<file path="config.mk">
export PLATFORM = sky130hd
export DESIGN_NAME = jtag_tap_ctrl_flat
export DESIGN_NICKNAME = d
export VERILOG_FILES = /design/src/rtl/jtag_tap_if.sv /design/src/rtl/jtag_tap_ctrl.sv /design/src/flat_wrapper.sv
export SDC_FILE = /design/constraint.sdc
export NUM_CORES = 1
export LEC_CHECK = 0
export CORE_MARGIN = 2
export CORE_UTILIZATION = 51
export CTS_BUF_LIST = sky130_fd_sc_hd__clkbuf_8
export DETAILED_ROUTE_END_ITERATION = 16
export MAX_ROUTING_LAYER = met4
export PLACE_DENSITY = 0.82
export SETUP_SLACK_MARGIN = 0.02
export SYNTH_ARGS = -nofsm -noshare
export SYNTH_HDL_FRONTEND = slang
export SYNTH_SLANG_ARGS = --single-unit
export TNS_END_PERCENT = 50
</file>
<file path="constraint.sdc">
create_clock -name i_tclk -period 1.84 [get_ports i_tclk]
set_input_delay 0.368 -clock i_tclk [delete_from_list [all_inputs] [get_ports i_tclk]]
set_output_delay 0.368 -clock i_tclk [all_outputs]
set_load 0.03 [all_outputs]
</file>
<file path="src/rtl/jtag_tap_if.sv">
// TAP pin bundle: TMS/TDI from the host, TDO/TDO-enable back to it.
interface jtag_tap_if;
  logic i_tms;
  logic i_tdi;
  logic o_tdo;
  logic o_tdoEn;

  modport master (output i_tms, output i_tdi, input  o_tdo, input  o_tdoEn);
  modport slave  (input  i_tms, input  i_tdi, output o_tdo, output o_tdoEn);
endinterface

</file>
<file path="src/rtl/jtag_tap_ctrl.sv">
// IEEE 1149.1 TAP controller: 16-state FSM, instruction register, IR/DR shift paths and TDO mux.
// Registered actions happen on the TCK edge that leaves the named state; TDO is combinational.
module jtag_tap_ctrl #(
  parameter int              REG_W        = 32,
  parameter logic [REG_W-1:0] IDCODE_INSTR = REG_W'(1),
  parameter logic [REG_W-1:0] USER_INSTR   = REG_W'(2),
  parameter logic [REG_W-1:0] BYPASS_INSTR = {REG_W{1'b1}}
) (
  input  logic             i_tclk,
  input  logic             i_trst_n,
  jtag_tap_if.slave        tap,
  input  logic [REG_W-1:0] i_dataReg,
  output logic [REG_W-1:0] o_shiftReg,
  output logic [REG_W-1:0] o_instrReg,
  output logic             o_stateIsUpdateDr,
  output logic             o_stateIsCaptureDr,
  output logic [3:0]       o_state
);

  typedef enum logic [3:0] {
    S_TLR   = 4'hF, S_RTI   = 4'hC,
    S_SELDR = 4'h7, S_CAPDR = 4'h6, S_SHDR = 4'h2, S_EX1DR = 4'h1,
    S_PAUDR = 4'h3, S_EX2DR = 4'h0, S_UPDDR = 4'h5,
    S_SELIR = 4'h4, S_CAPIR = 4'hE, S_SHIR = 4'hA, S_EX1IR = 4'h9,
    S_PAUIR = 4'hB, S_EX2IR = 4'h8, S_UPDIR = 4'hD
  } state_t;

  state_t           r_state;
  state_t           w_state_nxt;
  logic [REG_W-1:0] r_dr_shift;
  logic [REG_W-1:0] r_ir_shift;
  logic [REG_W-1:0] r_instr;
  logic             r_bypass;
  logic             w_dr_selected;

  always_ff @(posedge i_tclk) begin
    if (!i_trst_n) r_state <= S_TLR;
    else           r_state <= w_state_nxt;
  end

  always_comb begin
    w_state_nxt = r_state;
    case (r_state)
      S_TLR:   w_state_nxt = tap.i_tms ? S_TLR   : S_RTI;
      S_RTI:   w_state_nxt = tap.i_tms ? S_SELDR : S_RTI;
      S_SELDR: w_state_nxt = tap.i_tms ? S_SELIR : S_CAPDR;
      S_CAPDR: w_state_nxt = tap.i_tms ? S_EX1DR : S_SHDR;
      S_SHDR:  w_state_nxt = tap.i_tms ? S_EX1DR : S_SHDR;
      S_EX1DR: w_state_nxt = tap.i_tms ? S_UPDDR : S_PAUDR;
      S_PAUDR: w_state_nxt = tap.i_tms ? S_EX2DR : S_PAUDR;
      S_EX2DR: w_state_nxt = tap.i_tms ? S_UPDDR : S_SHDR;
      S_UPDDR: w_state_nxt = tap.i_tms ? S_SELDR : S_RTI;
      S_SELIR: w_state_nxt = tap.i_tms ? S_TLR   : S_CAPIR;
      S_CAPIR: w_state_nxt = tap.i_tms ? S_EX1IR : S_SHIR;
      S_SHIR:  w_state_nxt = tap.i_tms ? S_EX1IR : S_SHIR;
      S_EX1IR: w_state_nxt = tap.i_tms ? S_UPDIR : S_PAUIR;
      S_PAUIR: w_state_nxt = tap.i_tms ? S_EX2IR : S_PAUIR;
      S_EX2IR: w_state_nxt = tap.i_tms ? S_UPDIR : S_SHIR;
      S_UPDIR: w_state_nxt = tap.i_tms ? S_SELDR : S_RTI;
      default: w_state_nxt = S_TLR;
    endcase
  end

  always_ff @(posedge i_tclk) begin
    if (!i_trst_n) begin
      r_dr_shift <= '0;
      r_ir_shift <= '0;
      r_instr    <= IDCODE_INSTR;
      r_bypass   <= 1'b0;
    end else begin
      case (r_state)
        S_CAPDR: begin
          r_dr_shift <= i_dataReg;
          r_bypass   <= 1'b0;
        end
        S_SHDR: begin
          r_dr_shift <= {tap.i_tdi, r_dr_shift[REG_W-1:1]};
          r_bypass   <= tap.i_tdi;
        end
        S_CAPIR: r_ir_shift <= REG_W'(1);
        S_SHIR:  r_ir_shift <= {tap.i_tdi, r_ir_shift[REG_W-1:1]};
        S_UPDIR: r_instr    <= r_ir_shift;
        default: ;
      endcase
      // Entering Test-Logic-Reset by TMS restores the power-up instruction.
      if (w_state_nxt == S_TLR) r_instr <= IDCODE_INSTR;
    end
  end

  // Anything other than a recognised DR-backed instruction routes TDO through bypass.
  assign w_dr_selected = (r_instr == IDCODE_INSTR) || (r_instr == USER_INSTR);

  always_comb begin
    tap.o_tdo = 1'b0;
    if (r_state == S_SHIR)
      tap.o_tdo = r_ir_shift[0];
    else if (r_state == S_SHDR)
      tap.o_tdo = w_dr_selected ? r_dr_shift[0] : r_bypass;
  end

  assign tap.o_tdoEn        = (r_state == S_SHDR) || (r_state == S_SHIR);
  assign o_shiftReg         = r_dr_shift;
  assign o_instrReg         = r_instr;
  assign o_stateIsUpdateDr  = (r_state == S_UPDDR);
  assign o_stateIsCaptureDr = (r_state == S_CAPDR);
  assign o_state            = r_state;

endmodule

</file>
<file path="src/flat_wrapper.sv">
// flat-port wrapper written by rule: the top's interface ports become plain ports
module jtag_tap_ctrl_flat 
#(
  parameter int              REG_W        = 32,
  parameter logic [REG_W-1:0] IDCODE_INSTR = REG_W'(1),
  parameter logic [REG_W-1:0] USER_INSTR   = REG_W'(2),
  parameter logic [REG_W-1:0] BYPASS_INSTR = {REG_W{1'b1}}
)
  (i_tclk, i_trst_n, i_dataReg, o_shiftReg, o_instrReg, o_stateIsUpdateDr, o_stateIsCaptureDr, o_state, tap_i_tms, tap_i_tdi, tap_o_tdo, tap_o_tdoEn);
  jtag_tap_if tap_i ();
  input  logic i_tclk;
  input  logic i_trst_n;
  input  logic [REG_W-1:0] i_dataReg;
  output logic [REG_W-1:0] o_shiftReg;
  output logic [REG_W-1:0] o_instrReg;
  output logic o_stateIsUpdateDr;
  output logic o_stateIsCaptureDr;
  output logic [3:0] o_state;
  input wire logic [$bits(tap_i.i_tms)-1:0] tap_i_tms;
  input wire logic [$bits(tap_i.i_tdi)-1:0] tap_i_tdi;
  output wire logic [$bits(tap_i.o_tdo)-1:0] tap_o_tdo;
  output wire logic [$bits(tap_i.o_tdoEn)-1:0] tap_o_tdoEn;
  assign tap_i.i_tms = tap_i_tms;
  assign tap_i.i_tdi = tap_i_tdi;
  assign tap_o_tdo = tap_i.o_tdo;
  assign tap_o_tdoEn = tap_i.o_tdoEn;
  jtag_tap_ctrl #(.REG_W(REG_W), .IDCODE_INSTR(IDCODE_INSTR), .USER_INSTR(USER_INSTR), .BYPASS_INSTR(BYPASS_INSTR)) u_core (.i_tclk(i_tclk), .i_trst_n(i_trst_n), .tap(tap_i), .i_dataReg(i_dataReg), .o_shiftReg(o_shiftReg), .o_instrReg(o_instrReg), .o_stateIsUpdateDr(o_stateIsUpdateDr), .o_stateIsCaptureDr(o_stateIsCaptureDr), .o_state(o_state));
endmodule
</file>
* Yosys cells after proc, flatten, opt, wreduce, memory -nomap -nowiden
Index checks and enable logic that the tools add are counted.
** Storage, ports and cells
- Bits in registers :: 101
** Cells by class
- Equal/unequal tests :: 18
- Bitwise operators :: 1
- Reductions and logical operators :: 9
- Mux-type cells :: 19
** Operators with widths (count)
- case mux 32 bit (2 select lines) :: 2
- case mux 4 bit (12 select lines) :: 1
- == test 4 bit, second input constant :: 9
- == test 32 x 1 -> 1 bit, second input constant :: 1
- == test 32 x 2 -> 1 bit, second input constant :: 1
- == test 4 x 3 -> 1 bit, second input constant :: 4
- two-way mux 2 bit :: 6
- two-way mux 3 bit :: 4
- == test 4 x 2 -> 1 bit, second input constant :: 2
- OR reduction 2 bit :: 3
- == test 4 x 1 -> 1 bit, second input constant :: 1
- zero test 4 bit :: 1
- two-way mux 1 bit :: 4
- two-way mux 4 bit :: 1
- nonzero test 2 bit :: 2
- OR reduction 3 bit :: 1
- logical OR 1 bit :: 2
- case mux 1 bit (2 select lines) :: 1
- NOT 1 bit :: 1

* Logic depth before layout (Yosys ltp)
- Depth in word-level cells :: 5
- Gate-level depth with buffers :: 8
- Gate-level depth less buffers :: 5

* Worst setup path before layout
Ideal clock, no wire load.
- Path type :: reg-to-output
- From :: register u_core.r_instr[12], in the netlist u_core.o_instrReg[12]
- To :: output tap_o_tdo
- Cell stages (with the launch flop) :: 6
- Required time :: 1472 ps
- Arrival time :: 2112 ps
- Path buffers :: 0
- Setup slack :: -640 ps
- Cell sequence :: dfxtp_1 > or4_1 > nor4_1 > nand4_1 > mux2i_1 > o21ai_0
** Between the ends
- Cells in the longest elaborated chain, start to end :: 5
** Ends and longest elaborated chain
- start, declared :: RTL line jtag_tap_ctrl.sv:32 : logic [REG_W-1:0] r_instr;
- start signal, assigned :: RTL line jtag_tap_ctrl.sv:82 : S_UPDIR: r_instr <= r_ir_shift;
- == test 32 x 1 -> 1 bit or == test 32 x 2 -> 1 bit (tied branches) :: RTL line jtag_tap_ctrl.sv:91 : assign w_dr_selected = (r_instr == IDCODE_INSTR) || (r_instr == USER_INSTR);
- logical OR 1 bit * :: RTL line jtag_tap_ctrl.sv:91
- two-way mux 1 bit * :: RTL line jtag_tap_ctrl.sv:98 : tap.o_tdo = w_dr_selected ? r_dr_shift[0] : r_bypass;
- two-way mux 1 bit * :: RTL line jtag_tap_ctrl.sv:97 : else if (r_state == S_SHDR)
- two-way mux 1 bit * :: RTL line jtag_tap_ctrl.sv:95 : if (r_state == S_SHIR)
- end, declared :: RTL line flat_wrapper.sv:21 : output wire logic [$bits(tap_i.o_tdo)-1:0] tap_o_tdo;
Mark *: on every way between the ends. The rest lies on a longest branch, timed or not.

* Worst setup path in the final report
Same ends and word-level chain as after synthesis.

==> qor_table.md <==
| Item | Reported | Unit |
| --- | --- | --- |
| Result of the run | finished with violations | - |
| Failing checks | setup timing | - |
| Delay contributed by the slowest stage of the critical path | 520 | ps |
| Overall Power | 4.49 | mW |
| Inserted Diodes | 0 | - |
| Filler instances | 629 | - |
| Clock slew at reported path FFs | 100 | ps |
| Required time at the worst-slack endpoint | 1470 | ps |
| Critical path arrival | 2030 | ps |
| Xor/xnor cell area share of the yosys netlist | 0.199 | % |
| Routability cong. | 0.814 | - |
| Max-Cap Viols | 0 | - |
| Actual transition at the worst max-transition pin | 635 | ps |
| Post-synthesis share of cell area spent on and, or, nand and nor gates | 22.0 | % |
| Cell-by-cell listing of the critical path | or4_4 -> nor4_2 -> nand4_1 -> mux2i_1 -> o21ai_2 -> buf_6 | - |
| Share of cell area taken by muxes after synthesis | 7.97 | % |
| Largest family of logic cells by synthesized area | simple AND/OR/NAND/NOR gates | - |
| Congestion Overflow GR | 0 | - |
| Class of the most critical setup path | flip-flop to output pin | - |
| Multi-input gate area | 0.00220 | sq mm |
| Slowest stage cell, crit path | or4_4 | - |
| Power per Cell Area | 746 | mW/mm^2 |
| Starting density of the core | 53.0 | % |
| Reported leakage power | 3.29 | nW |
| Number of sinks handled by clock tree synthesis | 101 | - |
| Synthesized area | 0.00440 | sq mm |
| Site row count | 33 | - |
| Worst Setup Slack post-DPL | -259 | ps |
| Mean area per synthesized cell | 9.28 | sq um |
| Type of element launching the critical path | flip-flop | - |
| Post-route design area | 0.00602 | sq mm |
| H-tree lvl count | 3 | - |
| Core footprint | 0.00830 | sq mm |
| Area growth from synthesis to layout | 36.9 | % |
| Flops & latches, synth | 101 | - |
| Total clock buffers created by CTS | 9 | - |
| Post-DRT Antenna Nets | 0 | - |
| RSZ-0062 raised after global routing | true | - |
| Average via count per standard cell | 5.32 | - |
| Number of buffer and inverter instances along the worst setup path | 1 | - |
| Yosys warnings | 0 | - |
| Max-slew headroom | 57.7 | % |
| I/O Pins | 108 | - |
| Clock skew | 11.7 | ps |
| Number of buffers between clock root and the deepest sink | 2 | - |
| Floorplan die height | 96.9 | um |
| Final worst path period share | 130 | % |
| Number of antenna violations at the first check in global routing | 0 | - |
| DR iter-0 viols | 114 | - |
| First-pass GRT wire length | 16.7 | mm |
| Nature of the critical path endpoint | output pin | - |
| CTS tree | yes | - |
| Pin count of the biggest net entering global routing | 64 | - |
| Hold-fix buffer count after cts | 0 | - |
| Overall die area | 0.00938 | sq mm |
| Clock Latency Late Sink | 360 | ps |
| Flip-flop and latch area | 0.00204 | sq mm |
| Compound-cell area share of the yosys netlist | 19.0 | % |
| Number of nets in the layout | 624 | - |
| Post-detailed-routing wire length | 9.96 | mm |
| Worst hold margin | 312 | ps |
| Unique cell type count in the Yosys netlist | 32 | - |
| TritonRoute pass-1 iters | 5 | - |
| Worst IR Drop VDD | 0.486 | mV |
| Clock period minus final worst setup slack | 2390 | ps |
| Final slew viol count | 0 | - |
| Achievable clock frequency | 418 | MHz |
| Worst Setup Slack, final | -553 | ps |
| Vias in the first global route | 3602 | - |
| Number of hold-slack violations in the final timing report | 0 | - |
| Path category of the worst min-delay check | primary input to flip-flop | - |
| Share of synthesized cell area in full adder, half adder and majority cells | 0 | % |
| Top library cells by usage in the layout, fill and taps aside | 100 x nand2_1, 94 x dfxtp_1, 41 x clkdlybuf4s50_1 | - |
| Vias after detailed routing | 3714 | - |
| Final-report setup violation count | 1 | - |
| Buffer type at the clock tree root | clkbuf_8 | - |
| Residual DRC | 0 | - |
| Sequential element share of the synthesized area | 46.0 | % |
| DR WL/cell | 14.3 | um |
| Port Buffer Count | 107 | - |
| Fraction of layout instances using a drive strength above 1 | 18.5 | % |
| Cell area after placement | 0.00570 | sq mm |
| Die width | 96.9 | um |
| Number of standard cells after synthesis | 474 | - |
| Setup tns final | -553 | ps |
| Most common cell after layout, fill and taps aside | nand2_1 | - |
| Aggregate global-route resource usage | 21.8 | % |
| Syn Nets | 510 | - |
| Crit path max-delay family | simple AND/OR/NAND/NOR gates | - |
| Biggest fanout along the worst timing path | 2 | - |
| Detailed-placement wirelength estimate | 6.71 | mm |
per-layer routing:
metal | global-route usage [%] | vias to the layer above | wire length, um
met5 | - | - | 0
met4 | 6.28 | 0 | 83
met3 | 6.29 | 9 | 606
met2 | 36.2 | 94 | 4820
met1 | 25.9 | 1747 | 4450
li1 | - | 1864 | -
stage by stage:
step           instances  util (%)
2_1_floorplan        474         -
3_3_place_gp         679      68.7
4_1_cts              695      71.1
5_1_grt              698      72.5
6_report             698      72.5
3_5_place_dp         679      68.7
area by class of cell:
cell class                      instances  area share (%)
Sequential cell                       101            33.9
Timing Repair Buffer                  144            23.5
Tap cell                              105            2.18
Clock inverter                          7            1.72
Multi-Input combinational cell        330            36.5
Clock buffer                            9            2.06
Inverter                                2           0.125
kinds of logic after synthesis:
family | count (synthesis)
simple gates | 188
compound gates | 106
flops | 101
buf+inv | 43
mux | 35
xor+xnor | 1
synthesized netlist by cell type:
master / instances / area [sq um]
clkbuf_1: 23 / 86.3
o311a_1: 1 / 10.0
nand2b_1: 2 / 12.5
o211a_1: 32 / 320
a21bo_2: 1 / 10.0
a21oi_2: 31 / 272
and4_1: 2 / 17.5
a211oi_1: 1 / 7.51
nor2b_1: 33 / 206
mux2i_1: 35 / 350
o21a_1: 1 / 7.51
a2bb2oi_1: 1 / 8.76
inv_1: 2 / 7.51
a21oi_1: 33 / 165
nand2b_4: 1 / 13.8
nor3b_1: 31 / 233
or4_1: 1 / 7.51
nor2_1: 3 / 11.3
or2_2: 1 / 6.26
nor2b_2: 1 / 8.76
xnor2_1: 1 / 8.76
buf_6: 4 / 45.0
nand2_1: 101 / 379
nand4_1: 2 / 12.5
buf_2: 13 / 65.1
nand3b_1: 1 / 7.51
nor4_1: 7 / 43.8
o221ai_2: 1 / 15.0
dfxtp_1: 101 / 2020
buf_4: 1 / 7.51
nor3_1: 2 / 10.0
o21ai_0: 4 / 20.0
report_power, final:
group	leakage, nW	internal [mW]	switching, mW
Sequential	0.816	2.22	0.0346
Clock	0.117	0.789	0.800
Combinational	2.36	0.276	0.378
final timing paths:
| check | from | to | slack [ps] | depth (start not counted) |
|---|---|---|---|---|
| max | u_core.o_instrReg[12]$_SDFFE_PP0N_ | tap_o_tdo | -550 | 6 |
| min | i_trst_n | u_core.o_state[1]$_SDFF_PN1_ | 310 | 2 |
| max reg2reg | u_core.o_state[0]$_SDFF_PN1_ | u_core.o_instrReg[1]$_SDFFE_PP0N_ | 120 | 7 |
| min reg2reg | u_core.r_ir_shift[3]$_SDFFE_PN0N_ | u_core.o_instrReg[3]$_SDFFE_PP0N_ | 470 | 2 |
registers in the layout (all words and copies together) (netlist names):
name / count
u_core.o_instrReg: 32
u_core.o_shiftReg: 32
u_core.r_ir_shift: 32
u_core.o_state: 4
u_core.r_bypass: 1
what timing repair did:
item / CTS / global route
setup endpoints to repair: 32 / 64
pin swaps: 1 / 2
resized for setup: 35 / 37
buffers inserted: 0 / 3
(Power assumes the default switching activity.)
